<file path="config.mk">
export PLATFORM = sky130hd
export DESIGN_NAME = fp32_mul_dispatch
export DESIGN_NICKNAME = d
export VERILOG_FILES = /design/src/rtl/fp32_mul_dispatch.sv
export SDC_FILE = /design/constraint.sdc
export NUM_CORES = 1
export LEC_CHECK = 0
export CORE_ASPECT_RATIO = 2
export CORE_MARGIN = 5
export CORE_UTILIZATION = 28
export CTS_CLUSTER_DIAMETER = 120
export DETAILED_ROUTE_END_ITERATION = 6
export SLEW_MARGIN = 20
export SYNTH_ARGS = -nofsm -noshare
export SYNTH_HDL_FRONTEND = slang
export SYNTH_SLANG_ARGS = --single-unit
export TNS_END_PERCENT = 30
</file>
<file path="constraint.sdc">
create_clock -name clk -period 3 [get_ports clk]
set_input_delay 0.9 -clock clk [delete_from_list [all_inputs] [get_ports clk]]
set_output_delay 0.9 -clock clk [all_outputs]
set_load 0.03 [all_outputs]
</file>
<file path="src/rtl/fp32_mul_dispatch.sv">
// Operand dispatch stage for the fp32 multiplier: queues operand pairs, runs the
// start/done handshake one op at a time with a watchdog, and returns results on valid/ready.
module fp32_mul_dispatch #(
   parameter int unsigned DEPTH   = 4,
   parameter int unsigned TIMEOUT = 15
) (
   input  logic        clk,
   input  logic        rst_n,
   input  logic        in_valid_i,
   output logic        in_ready_o,
   input  logic [31:0] in_a_i,
   input  logic [31:0] in_b_i,
   output logic        mul_start_o,
   output logic [31:0] mul_a_o,
   output logic [31:0] mul_b_o,
   input  logic        mul_done_i,
   input  logic [31:0] mul_product_i,
   input  logic [3:0]  mul_flags_i,
   output logic        out_valid_o,
   input  logic        out_ready_i,
   output logic [31:0] out_product_o,
   output logic [4:0]  out_flags_o,
   output logic        busy_o,
   output logic [15:0] ops_done_o
);

   localparam int unsigned PtrW = (DEPTH > 1) ? $clog2(DEPTH) : 1;
   localparam int unsigned CntW = $clog2(DEPTH + 1);
   localparam int unsigned WdW  = $clog2(TIMEOUT + 2);

   typedef enum logic [1:0] {StIdle, StIssue, StWait, StResp} state_e;

   state_e          state_q;
   logic [31:0]     fifo_a [DEPTH];
   logic [31:0]     fifo_b [DEPTH];
   logic [PtrW-1:0] wr_ptr_q;
   logic [PtrW-1:0] rd_ptr_q;
   logic [CntW-1:0] count_q;
   logic [WdW-1:0]  wd_q;
   logic            mul_start_q;
   logic [31:0]     mul_a_q;
   logic [31:0]     mul_b_q;
   logic            out_valid_q;
   logic [31:0]     out_product_q;
   logic [4:0]      out_flags_q;
   logic [15:0]     ops_done_q;
   logic            push;
   logic            pop;

   // Full is judged on the registered count only, so a same-cycle pop never frees a slot.
   assign in_ready_o = (count_q != CntW'(DEPTH));
   assign push       = in_valid_i && in_ready_o;
   assign pop        = (state_q == StIdle) && (count_q != '0);
   assign busy_o     = (state_q != StIdle) || (count_q != '0);

   assign mul_start_o   = mul_start_q;
   assign mul_a_o       = mul_a_q;
   assign mul_b_o       = mul_b_q;
   assign out_valid_o   = out_valid_q;
   assign out_product_o = out_product_q;
   assign out_flags_o   = out_flags_q;
   assign ops_done_o    = ops_done_q;

   always_ff @(posedge clk) begin
      if (push) begin
         fifo_a[wr_ptr_q] <= in_a_i;
         fifo_b[wr_ptr_q] <= in_b_i;
      end
   end

   always_ff @(posedge clk or negedge rst_n) begin
      if (!rst_n) begin
         state_q       <= StIdle;
         wr_ptr_q      <= '0;
         rd_ptr_q      <= '0;
         count_q       <= '0;
         wd_q          <= '0;
         mul_start_q   <= 1'b0;
         mul_a_q       <= '0;
         mul_b_q       <= '0;
         out_valid_q   <= 1'b0;
         out_product_q <= '0;
         out_flags_q   <= '0;
         ops_done_q    <= '0;
      end else begin
         if (push) wr_ptr_q <= wr_ptr_q + PtrW'(1);
         if (pop)  rd_ptr_q <= rd_ptr_q + PtrW'(1);
         count_q     <= count_q + CntW'(push) - CntW'(pop);
         mul_start_q <= 1'b0;

         case (state_q)
            StIdle: begin
               if (pop) begin
                  mul_a_q     <= fifo_a[rd_ptr_q];
                  mul_b_q     <= fifo_b[rd_ptr_q];
                  mul_start_q <= 1'b1;
                  state_q     <= StIssue;
               end
            end
            StIssue: begin
               wd_q    <= '0;
               state_q <= StWait;
            end
            StWait: begin
               if (mul_done_i) begin
                  out_product_q <= mul_product_i;
                  out_flags_q   <= {1'b0, mul_flags_i};
                  out_valid_q   <= 1'b1;
                  state_q       <= StResp;
               end else if (wd_q == WdW'(TIMEOUT + 1)) begin
                  // Expiry lands the response TIMEOUT+3 cycles after the start pulse.
                  out_product_q <= '0;
                  out_flags_q   <= 5'b10000;
                  out_valid_q   <= 1'b1;
                  state_q       <= StResp;
               end else begin
                  wd_q <= wd_q + WdW'(1);
               end
            end
            StResp: begin
               if (out_ready_i) begin
                  out_valid_q <= 1'b0;
                  ops_done_q  <= ops_done_q + 16'd1;
                  state_q     <= StIdle;
               end
            end
            default: state_q <= StIdle;
         endcase
      end
   end

endmodule

</file>
== Word level (Yosys, flattened, before mapping) ==
Memory sizes are Yosys's and may differ from the RTL's. A register that Yosys moved wholly into a read port is not among the register bits.
Index checks and enable logic that the tools add are counted.

* Output and inout bits: 121
* RAM bits: 256
* Flip-flop bits (word level): 69
* Logic and storage cells: 65
* Memories kept: 2

* Add/sub/neg operators: 6
* Equal/unequal tests: 10
* Mux-type cells: 20
* Reduce and logical (&&, ||, !) cells: 17

{| class="wikitable"
|+ Memories
! memory !! words !! width !! rd ports !! clocked after memory_dff !! wr ports !! line !! RTL
|-
| fifo_a || 4 || 32 || 1 || 1 || 1 || 34 || <nowiki>logic [31:0] fifo_a [DEPTH];</nowiki>
|-
| fifo_b || 4 || 32 || 1 || 1 || 1 || 35 || <nowiki>logic [31:0] fifo_b [DEPTH];</nowiki>
|}

{| class="wikitable"
|+ Operators with widths
! cell !! count
|-
| $mux 32 || 2
|-
| $mux 5 || 4
|-
| $add 16x1->16 const B || 1
|-
| $pmux 5 s2 || 1
|-
| $reduce_and 3->1 || 3
|-
| $mux 2 || 4
|-
| $ne 2x2->1 const B || 4
|-
| $pmux 2 s4 || 1
|-
| $reduce_bool 2->1 || 4
|-
| $mux 1 || 7
|-
| $ne 3x3->1 const B || 2
|-
| $reduce_and 2->1 || 3
|-
| $add 5x1->5 const B || 1
|-
| $eq 5x5->1 const B || 1
|-
| $add 2x1->2 const B || 2
|-
| $eq 2x2->1 const B || 2
|-
| $add 3x1->3 || 1
|-
| $reduce_bool 3->1 || 1
|-
| $sub 3x1->3 || 1
|-
| $eq 2x1->1 const B || 1
|-
| $logic_and 1x1->1 || 2
|-
| $logic_not 1->1 || 2
|-
| $logic_not 2->1 || 1
|-
| $pmux 1 s2 || 1
|-
| $logic_or 1x1->1 || 1
|}

== Logic depth before layout (Yosys ltp) ==
Gate-level depths: netlist of the first run.

* Word-level depth: 4
* Depth in mapped cells: 10
* Mapped depth without buffers: 9

== Worst setup path after synthesis of the first run ==
Ideal clock, no wire load.

* Path type: input to register
* From: in in_valid_i
* To: mem fifo_a[0][0], enable pin
* Setup time: 0.429 ns
* Data required time: 2.571 ns
* Slack: 0.126 ns
* Arrival time: 2.445 ns
* Path buffers: 0
* Stages: 1
* Path through: and3_1

* Longest elaborated chain between the ends: 3

{| class="wikitable"
|+ Ends and longest elaborated chain
! element !! line !! RTL
|-
| start, declared || 9 || <nowiki>input logic in_valid_i,</nowiki>
|-
| $logic_and 1x1->1 || 52 || <nowiki>assign push = in_valid_i && in_ready_o;</nowiki>
|-
| $mux 1 || 65 || <nowiki>if (push) begin</nowiki>
|-
| $mux 1 (implied by the code) || 66 || <nowiki>fifo_a[wr_ptr_q] <= in_a_i;</nowiki>
|-
| end, declared || 34 ||
|}

Every way passes these cells.

== Worst setup path in the final report of the first run ==
* From: reg count_q[1]
* To: out in_ready_o

* Longest elaborated chain between the ends: 1

{| class="wikitable"
|+ Ends and longest elaborated chain
! element !! line !! RTL
|-
| start, declared || 38 || <nowiki>logic [CntW-1:0] count_q;</nowiki>
|-
| start signal, assigned || 88 || <nowiki>count_q <= count_q + CntW'(push) - CntW'(pop);</nowiki>
|-
| $ne 3x3->1 || 51 || <nowiki>assign in_ready_o = (count_q != CntW'(DEPTH));</nowiki>
|-
| end, declared || 10 || <nowiki>output logic in_ready_o,</nowiki>
|}

Every way passes these cells.

==> results of run 1 <==
-- timing repair --
action | in CTS | in global routing
hold buffers | 0 | 0
endpoints found under the setup margin | 0 | 1
resized for setup | 0 | 1
-- worst max path at each step --
stage          slack [ps]  depth (start not counted)                endpoint
5_1_grt                 3                          3              in_ready_o
2_1_floorplan         130                          1  fifo_a[0][0]$_DFFE_PP_
3_3_place_gp          250                          8    count_q[2]$_DFF_PN0_
6_report              120                          3              in_ready_o
4_1_cts                 2                          4                  busy_o
3_5_place_dp          200                          8    count_q[2]$_DFF_PN0_
-- layout make-up --
class / instances / area, sq um
fillers: 4755 / 32700
diodes: 1 / 2.50
flip-flops and latches: 389 / 11000
clock inverters: 16 / 175
multi-input cells: 275 / 3450
well taps: 660 / 826
repair buffers: 243 / 2520
clock buffers: 53 / 1080
inverters: 10 / 40.0
-- logic make-up after synthesis --
group / synth area share (%)
XOR/XNOR: 1.37
adder cells (fa/ha/maj): 1.25
buffers and inverters: 1.52
AO/OA/AOI/OAI: 2.53
AND/OR/NAND/NOR: 2.41
flip-flops: 75.1
multiplexers: 15.8
-- worst reg2reg max path, cell delays in order (launching register included) --
cell and delay, ps:
dfrtp_4 870, buf_4 380, mux4_2 570, mux2_4 270
-- per-layer routing --
metal | wire, microns | vias up | share of wire, % | track usage (%)
li1 | - | 3278 | - | -
met1 | 11500 | 3816 | 35 | 11.9
met2 | 18100 | 232 | 55 | 21.6
met3 | 2030 | 57 | 6.2 | 2.47
met4 | 1130 | 2 | 3.4 | 4.67
met5 | 13 | - | 0.040 | 0
-- state kept, by name, summed over array words and instances (netlist names) --
signal / cells
wr_ptr_q: 2
mul_b_o: 32
state_q: 2
out_flags_o: 5
fifo_b: 128
mul_a_o: 32
out_valid_o: 1
rd_ptr_q: 2
mul_start_o: 1
fifo_a: 128
out_product_o: 32
ops_done_o: 16
count_q: 3
wd_q: 5
-- Yosys cell counts (3+ instances only) --
| cell type | count |
|---|---|
| inv_1 | 9 |
| nand3_1 | 10 |
| clkbuf_1 | 8 |
| nor2b_1 | 3 |
| buf_2 | 10 |
| nand2b_1 | 3 |
| ha_1 | 13 |
| nand2_1 | 14 |
| xor2_1 | 5 |
| mux2_4 | 30 |
| mux2_2 | 26 |
| nand4_1 | 3 |
| mux2_1 | 11 |
| edfxtp_1 | 256 |
| a22o_1 | 38 |
| nor2_1 | 7 |
| nor4_1 | 3 |
| xnor2_1 | 18 |
| dfrtp_1 | 133 |
| buf_6 | 7 |
| buf_4 | 3 |
| and2_1 | 5 |
| and3_1 | 6 |
| mux4_2 | 64 |
-- metrics by stage --
step | instances | power, mW | util [%] | hold WS, ps | cell area [sq um]
5_1_grt | 1646 | 21.6 | 36.9 | 121 | 19100
3_3_place_gp | 1577 | 15.9 | 34.4 | 464 | 17800
6_report | 1647 | 20.5 | 36.9 | 158 | 19100
3_5_place_dp | 1577 | 16.0 | 34.4 | 474 | 17800
4_1_cts | 1646 | 21.0 | 36.9 | 112 | 19100
2_1_floorplan | 703 | 13.0 | - | 510 | 14700
-- where the power goes --
part | switching [mW] | internal (mW)
logic | 3.83 | 3.68
clock network | 2.01 | 2.79
registers | 0.820 | 7.34
==> results.cfg, run 1 <==
[status]
status = complete, no violations

[detailed_routing]
firstDrtPassIters = 4
drt.antenna.violating_nets = 0
drcViolationCount = 0
dr.first_iter.drc_count = 306
post_drt_wl_per_cell_microns = 19.9
routed_wl_microns = 32800
num_vias = 7385
viasPerCell = 4.48

[synth]
synth_edf_count = 256
synth.avg_cell_area_sq_um = 20.9
netlist_area_sq_um = 14700
async_flop_share_pct = 34.2
synth_top_area_share_pct = 52.4
yosysUniqueCellTypes = 42
yosys_warnings = 0
synth_ff_type = edfxtp_1
synth.area.top_cells = edfxtp_1, dfrtp_1, mux4_2
syn-num-nets = 822
syn_inst = 703
synth_top_area_cell = edfxtp_1
synth_seq_area_share_pct = 75.1
ys_ff_latch = 389

[sta]
fin_tns_setup_ps = 0
finalCritPeriodShare_pct = 96.0
timing.final.ws_setup_ps = 120
slew_viol_final = 0
worst_slew_pin_slew_ps = 688
slew_headroom_pct = 54.2
layout_min_cycle_time_ps = 2880
setup_violations = 0
finalClockSkew_ps = 12.7
fmax_ghz = 0.347
final_hold_viol_count = 0
rsz0062_at_grt = no

[critical_path]
crit_family = buffers and inverters
worstSetupPathType = reg2out
path_max_fanout = 6
crit_path_start = count_q[1]$_DFF_PN0_
r2r-start = rd_ptr_q[0]$_DFFE_PN0P_
endpoint_kind = primary output
reg2reg_slack_ps = 780
crit_arrival_ps = 1980
r2r-end = mul_b_o[0]$_DFFE_PN0P_
reg2reg_depth = 3
path_cells = nor2_1 > nand2_1 > clkdlybuf4s50_1
slowest_stage = clkdlybuf4s50_1
slowest_delay_ps = 760
critPathLaunchType = flip-flop
required_ps = 2100
path_buf_inv = 1

[global_route]
grt_pass1_vias = 8292
antenna_found_initial = 1
grt_pass1_wl_microns = 49500
gr-total-overflow = 0
grt_max_degree = 87
grt_use_total_pct = 11.4

[finish]
layout.nets = 1076
final_common_cell = edfxtp_1
area_delta_synth_final_pct = 30.3
mostFrequentLayoutCells = edfxtp_1, clkdlybuf4s50_1, dfrtp_1
final_layout_size_suffix_gt1_share_pct = 21.0

[place]
pre_cts_slack_ps = 195
hpwl_microns = 21100
gp_congestion = 0.712
port_buffers = 225

[clock_tree]
cts_buffer_depth = 3
cts_tree = done
clock_latency_ps = 540
postCtsSetupRepairBufs = 0
cts_sinks = 389
path_clk_slew_ps = 60
cts_root_buf = clkbuf_16
htreeDepth = 2
cts_buffers = 38

[die]
io-pin-count = 226
die_area_sq_um = 57300
core_sq_um = 51800
rows = 118
die_w_microns = 172
die_h_microns = 334
initial_utilization_pct = 28.3

[power_and_ir_drop]
irDropWorstVdd_mv = 0.588
power_density_nw_per_um2 = 1070
leakagePower_nw = 6.89

[min_path]
min_path_type = in2async

[flow_run]
cap_violations = 0
No activity file was read; power rests on OpenSTA's default activity.
==> inputs of run 2 (changes only) <==
--- a/config.mk
+++ b/config.mk
@@ -6,10 +6,11 @@
 export NUM_CORES = 1
 export LEC_CHECK = 0
 export CORE_ASPECT_RATIO = 2
-export CORE_MARGIN = 5
+export CORE_MARGIN = 3
 export CORE_UTILIZATION = 28
 export CTS_CLUSTER_DIAMETER = 120
 export DETAILED_ROUTE_END_ITERATION = 6
+export PLACE_DENSITY = 0.56
 export SLEW_MARGIN = 20
 export SYNTH_ARGS = -nofsm -noshare
 export SYNTH_HDL_FRONTEND = slang
==> results.cfg, run 2 (same netlist as run 1, synthesis figures left out) <==
[critical_path]
critPathLaunchType = flip-flop
slowest_delay_ps = 730
reg2reg_slack_ps = 890
reg2reg_depth = 6
path_cells = nor2_1 > nand2_1 > clkdlybuf4s50_1
crit_arrival_ps = 1950
r2r-end = mul_a_o[11]$_DFFE_PN0P_
endpoint_kind = primary output
required_ps = 2100
worstSetupPathType = reg2out
slowest_stage = clkdlybuf4s50_1
r2r-start = state_q[0]$_DFFE_PN0P_
path_max_fanout = 6

[clock_tree]
clock_latency_ps = 540
cts_root_buf = clkbuf_16
cts_tree = done
cts_sinks = 389
cts_hold_buf = 0
path_clk_slew_ps = 60
htreeDepth = 2
cts-resized-gates = 1
cts_buffers = 39
postCtsSetupRepairBufs = 0
cts_buffer_depth = 3

[power_and_ir_drop]
leakagePower_nw = 6.98
power_density_nw_per_um2 = 1090
p_sw_share_pct = 32.0
clockPowerShare_pct = 25.9
irDropWorstVdd_mv = 0.787
internal_power_mw = 14.4
combinationalPowerShare_pct = 35.4
switchingPower_mw = 6.76
p_seq_share_pct = 38.7

[die]
rows = 118
initial_utilization_pct = 28.3
die_w_microns = 168
io-pin-count = 226
core_sq_um = 51800
die_area_sq_um = 55300
die_h_microns = 330

[status]
status = complete, no violations

[finish]
fill_cells = 4766
multiInputGateArea_sq_um = 3450
final_common_cell = edfxtp_1
area_delta_synth_final_pct = 31.6
layout.nets = 1076
layout.cells.non_filler = 1649
mostFrequentLayoutCells = edfxtp_1, clkdlybuf4s50_1, dfrtp_1
final_layout_size_suffix_gt1_share_pct = 22.0
reg_top3 = fifo_a x128, fifo_b x128
ff_latch_area_sq_um = 11000

[detailed_routing]
drcViolationCount = 0
firstDrtPassIters = 4
routed_wl_microns = 33500
viasPerCell = 4.51
post_drt_wl_per_cell_microns = 20.3
num_vias = 7434
dr.first_iter.drc_count = 286
drt.antenna.violating_nets = 0

[sta]
fmax_ghz = 0.350
fin_tns_setup_ps = 0
setup_violations = 0
slew_headroom_pct = 63.3
worst_slew_pin_slew_ps = 551
final_hold_viol_count = 0
finalClockSkew_ps = 9.94
slew_viol_final = 0
layout_min_cycle_time_ps = 2850
finalCritPeriodShare_pct = 95.2
timing.final.ws_setup_ps = 145
rsz0062_at_grt = no

[global_route]
grt_max_degree = 65
grt_pass1_vias = 8322
antenna_found_initial = 5
gr-total-overflow = 0
grt_use_total_pct = 12.0
grt_pass1_wl_microns = 50900

[min_path]
min_path_type = in2async

[flow_run]
cap_violations = 0

[place]
hpwl_microns = 20800
dp_cells = 1576
port_buffers = 225
gp_congestion = 0.734
pre_cts_slack_ps = 249
==> run 2: changes by cell type in the layout (fill, tap and decap cells not counted), sizes merged <==
cell,change
dlygate4sd2,+1
dlymetal6s2s,-1
buf,-1
bufinv,+5
clkbuf,-4
inv,+1
clkinv,+1
==> run 2: worst max-delay path: cells and delay by family (launching register included) <==
family                 cells  cell delay, ps
buffers and inverters      1             730
and+or+nand+nor            2             240
DFF                        1             440
==> run 2: metal layers <==
| metal | vias up | part of all wire [%] | global-route usage (%) |
|---|---|---|---|
| met2 | 187 | 57 | 23.4 |
| met5 | - | 0.16 | 0 |
| met1 | 3883 | 36 | 12.8 |
| li1 | 3294 | - | - |
| met4 | 8 | 2.8 | 3.99 |
| met3 | 62 | 4.7 | 2.44 |
==> run 2: final cells by class <==
type	instances	share of cell area [%]
antenna	1	0.0130
multi-input combinational	275	17.9
tap	660	4.28
clock buffer	49	5.73
timing repair buffer	242	13.0
sequential	389	57.1
inverter	10	0.207
clock inverter	23	1.83
==> run 2: worst max path at each step <==
stage / from / end
2_1_floorplan: in_valid_i / fifo_a[0][0]$_DFFE_PP_
3_3_place_gp: in_valid_i / count_q[2]$_DFF_PN0_
3_5_place_dp: in_valid_i / count_q[2]$_DFF_PN0_
4_1_cts: count_q[1]$_DFF_PN0_ / in_ready_o
5_1_grt: count_q[1]$_DFF_PN0_ / in_ready_o
6_report: count_q[1]$_DFF_PN0_ / in_ready_o
==> run 2: power groups by stage <==
| stage | Sequential (mW) | Clock (mW) | Combinational (mW) |
|---|---|---|---|
| final | 8.17 | 5.47 | 7.47 |
| after global placement | 8.26 | 0 | 7.62 |
| after global routing | 8.36 | 5.84 | 8.01 |
| after floorplan | 9.40 | 0 | 3.58 |
| after CTS | 8.23 | 5.66 | 7.70 |
| after detailed placement | 8.34 | 0 | 7.67 |
==> run 2: metrics by stage <==
stage	utilization (%)	power, mW	hold slack, ps	area (sq um)
2_1_floorplan	-	13.0	510	14700
3_3_place_gp	34.4	15.9	471	17800
3_5_place_dp	34.4	16.0	479	17800
4_1_cts	37.2	21.6	279	19300
5_1_grt	37.2	22.2	291	19300
6_report	37.2	21.1	282	19300
==> inputs of run 3 (changes only) <==
--- a/config.mk
+++ b/config.mk
@@ -5,7 +5,6 @@
 export SDC_FILE = /design/constraint.sdc
 export NUM_CORES = 1
 export LEC_CHECK = 0
-export CORE_ASPECT_RATIO = 2
 export CORE_MARGIN = 3
 export CORE_UTILIZATION = 28
 export CTS_CLUSTER_DIAMETER = 120
==> constraint.sdc (replaced) <==
create_clock -name clk -period 2.7 [get_ports clk]
set_input_delay 0.81 -clock clk [delete_from_list [all_inputs] [get_ports clk]]
set_output_delay 0.81 -clock clk [all_outputs]
set_load 0.03 [all_outputs]
==> results.cfg, run 3 (same netlist as run 1, synthesis figures left out) <==
[global_route]
grt_pass1_vias = 8016
gr-total-overflow = 0
busiest_layer = met2
grt_use_total_pct = 11.4
gr-usage-met1_pct = 15.2
met3_usage_pct = 3.16
grtUsageMet2_pct = 18.0
antenna_found_initial = 4
grt_max_degree = 66
grt_pass1_wl_microns = 48900

[sta]
worst_slew_pin_slew_ps = 505
finalClockSkew_ps = 11.9
setup_violations = 0
finalCritPeriodShare_pct = 95.4
slew_headroom_pct = 66.2
final_hold_viol_count = 0
slew_viol_final = 0
fmax_ghz = 0.388
layout_min_cycle_time_ps = 2580
rsz0062_at_grt = no

[die]
rows = 83
die_h_microns = 235
die_w_microns = 235
io-pin-count = 226
die_area_sq_um = 55200
core_sq_um = 51600
initial_utilization_pct = 28.4

[finish]
fill_cells = 4762
layout.nets = 1086
final_common_cell = edfxtp_1
area_delta_synth_final_pct = 32.1
ff_latch_area_sq_um = 11000
final_core_util_pct = 37.5
design_area_sq_um = 19400
mostFrequentLayoutCells = edfxtp_1, clkdlybuf4s50_1, dfrtp_1
final_layout_size_suffix_gt1_share_pct = 21.6
multiInputGateArea_sq_um = 3450
layout.cells.non_filler = 1685
reg_top3 = fifo_a x128, fifo_b x128

[place]
port_buffers = 225
hpwl_microns = 19700
dp_cells = 1601
placed_area_sq_um = 17900
gp_congestion = 0.729

[clock_tree]
cts_buffer_depth = 3
htreeDepth = 2
path_clk_slew_ps = 60
clock_latency_ps = 570
cts_sinks = 389
cts_hold_buf = 0
cts_root_buf = clkbuf_16
cts_tree = done
cts_buffers = 44

[status]
status = complete, no violations

[critical_path]
endpoint_kind = primary output
reg2reg_depth = 9
required_ps = 1890
crit_arrival_ps = 1770
path_max_fanout = 4
critPathLaunchType = flip-flop
worstSetupPathType = reg2out

[detailed_routing]
drt.antenna.violating_nets = 0
routed_wl_microns = 31700
num_vias = 7340
firstDrtPassIters = 4
viasPerCell = 4.36
dr.first_iter.drc_count = 470
drcViolationCount = 0
post_drt_wl_per_cell_microns = 18.8

[power_and_ir_drop]
power_mw = 23.2
irDropWorstVdd_mv = 0.569
leakagePower_nw = 6.99
power_density_nw_per_um2 = 1200

[min_path]
min_path_type = in2async

[flow_run]
cap_violations = 0
[run 3: changes by cell type in the layout (fill, tap and decap cells not counted), moves of 2 or more]
cell | previous run | this run
inv_16 | 0 | 2
buf_12 | 10 | 13
clkinv_1 | 2 | 5
clkbuf_1 | 3 | 15
clkinvlp_4 | 0 | 2
inv_6 | 3 | 0
buf_4 | 7 | 9
clkinv_4 | 3 | 1
clkbuf_16 | 41 | 45
bufinv_16 | 8 | 2
[run 3: timing repair]
action / in CTS / in global routing
cloned: 0 / 0
setup buffers: 0 / 0
pin swaps: 0 / 0
setup endpoints to repair: 2 / 1
gates resized for setup: 2 / 1
[run 3: area by class of cell]
class / instances / share of cell area [%]
antenna: 2 / 0.0258
clock buffer: 65 / 6.46
clock inverter: 17 / 0.872
inverter: 10 / 0.207
multi-input combinational: 275 / 17.8
sequential: 389 / 56.9
tap: 680 / 4.39
timing repair buffer: 247 / 13.3
[run 3: power breakdown]
| part | internal [mW] | total (mW) | switching, mW |
|---|---|---|---|
| Clock | 3.43 | 5.80 | 2.37 |
| Combinational | 4.14 | 8.49 | 4.36 |
| Sequential | 8.16 | 8.93 | 0.775 |
| Total | 15.7 | 23.2 | 7.50 |
[run 3: path summary, 6_finish.rpt]
kind | from | to | slack, ps
worst min-delay path | rst_n | ops_done_o[4]$_DFFE_PN0P_ | 160
worst max-delay path | state_q[0]$_DFFE_PN0P_ | busy_o | 120
max in group asynchronous | rst_n | mul_b_o[3]$_DFFE_PN0P_ | 1840
worst min register to register | ops_done_o[15]$_DFFE_PN0P_ | ops_done_o[15]$_DFFE_PN0P_ | 480
min in group clk | ops_done_o[15]$_DFFE_PN0P_ | ops_done_o[15]$_DFFE_PN0P_ | 480
worst max register to register | count_q[1]$_DFF_PN0_ | count_q[2]$_DFF_PN0_ | 660
[run 3: per-stage QoR]
stage / hold slack, ps / setup WS, ps / setup TNS, ps
2_1_floorplan: 510 / -107 / -6860
3_3_place_gp: 467 / 164 / 0
3_5_place_dp: 477 / 134 / 0
4_1_cts: 137 / 34.1 / 0
5_1_grt: 164 / 23.8 / 0
6_report: 161 / 124 / 0
[run 3: metal layers]
layer	wire (microns)	share of wire [%]
met5	27	0.085
met2	14500	46
met4	887	2.8
met3	2020	6.4
met1	14300	45
[run 3: critical path: stages (launching register included)]
cell,delay [ps]
dfrtp_1,370
inv_1,90
ha_1,230
nand2_1,100
clkdlybuf4s15_1,410
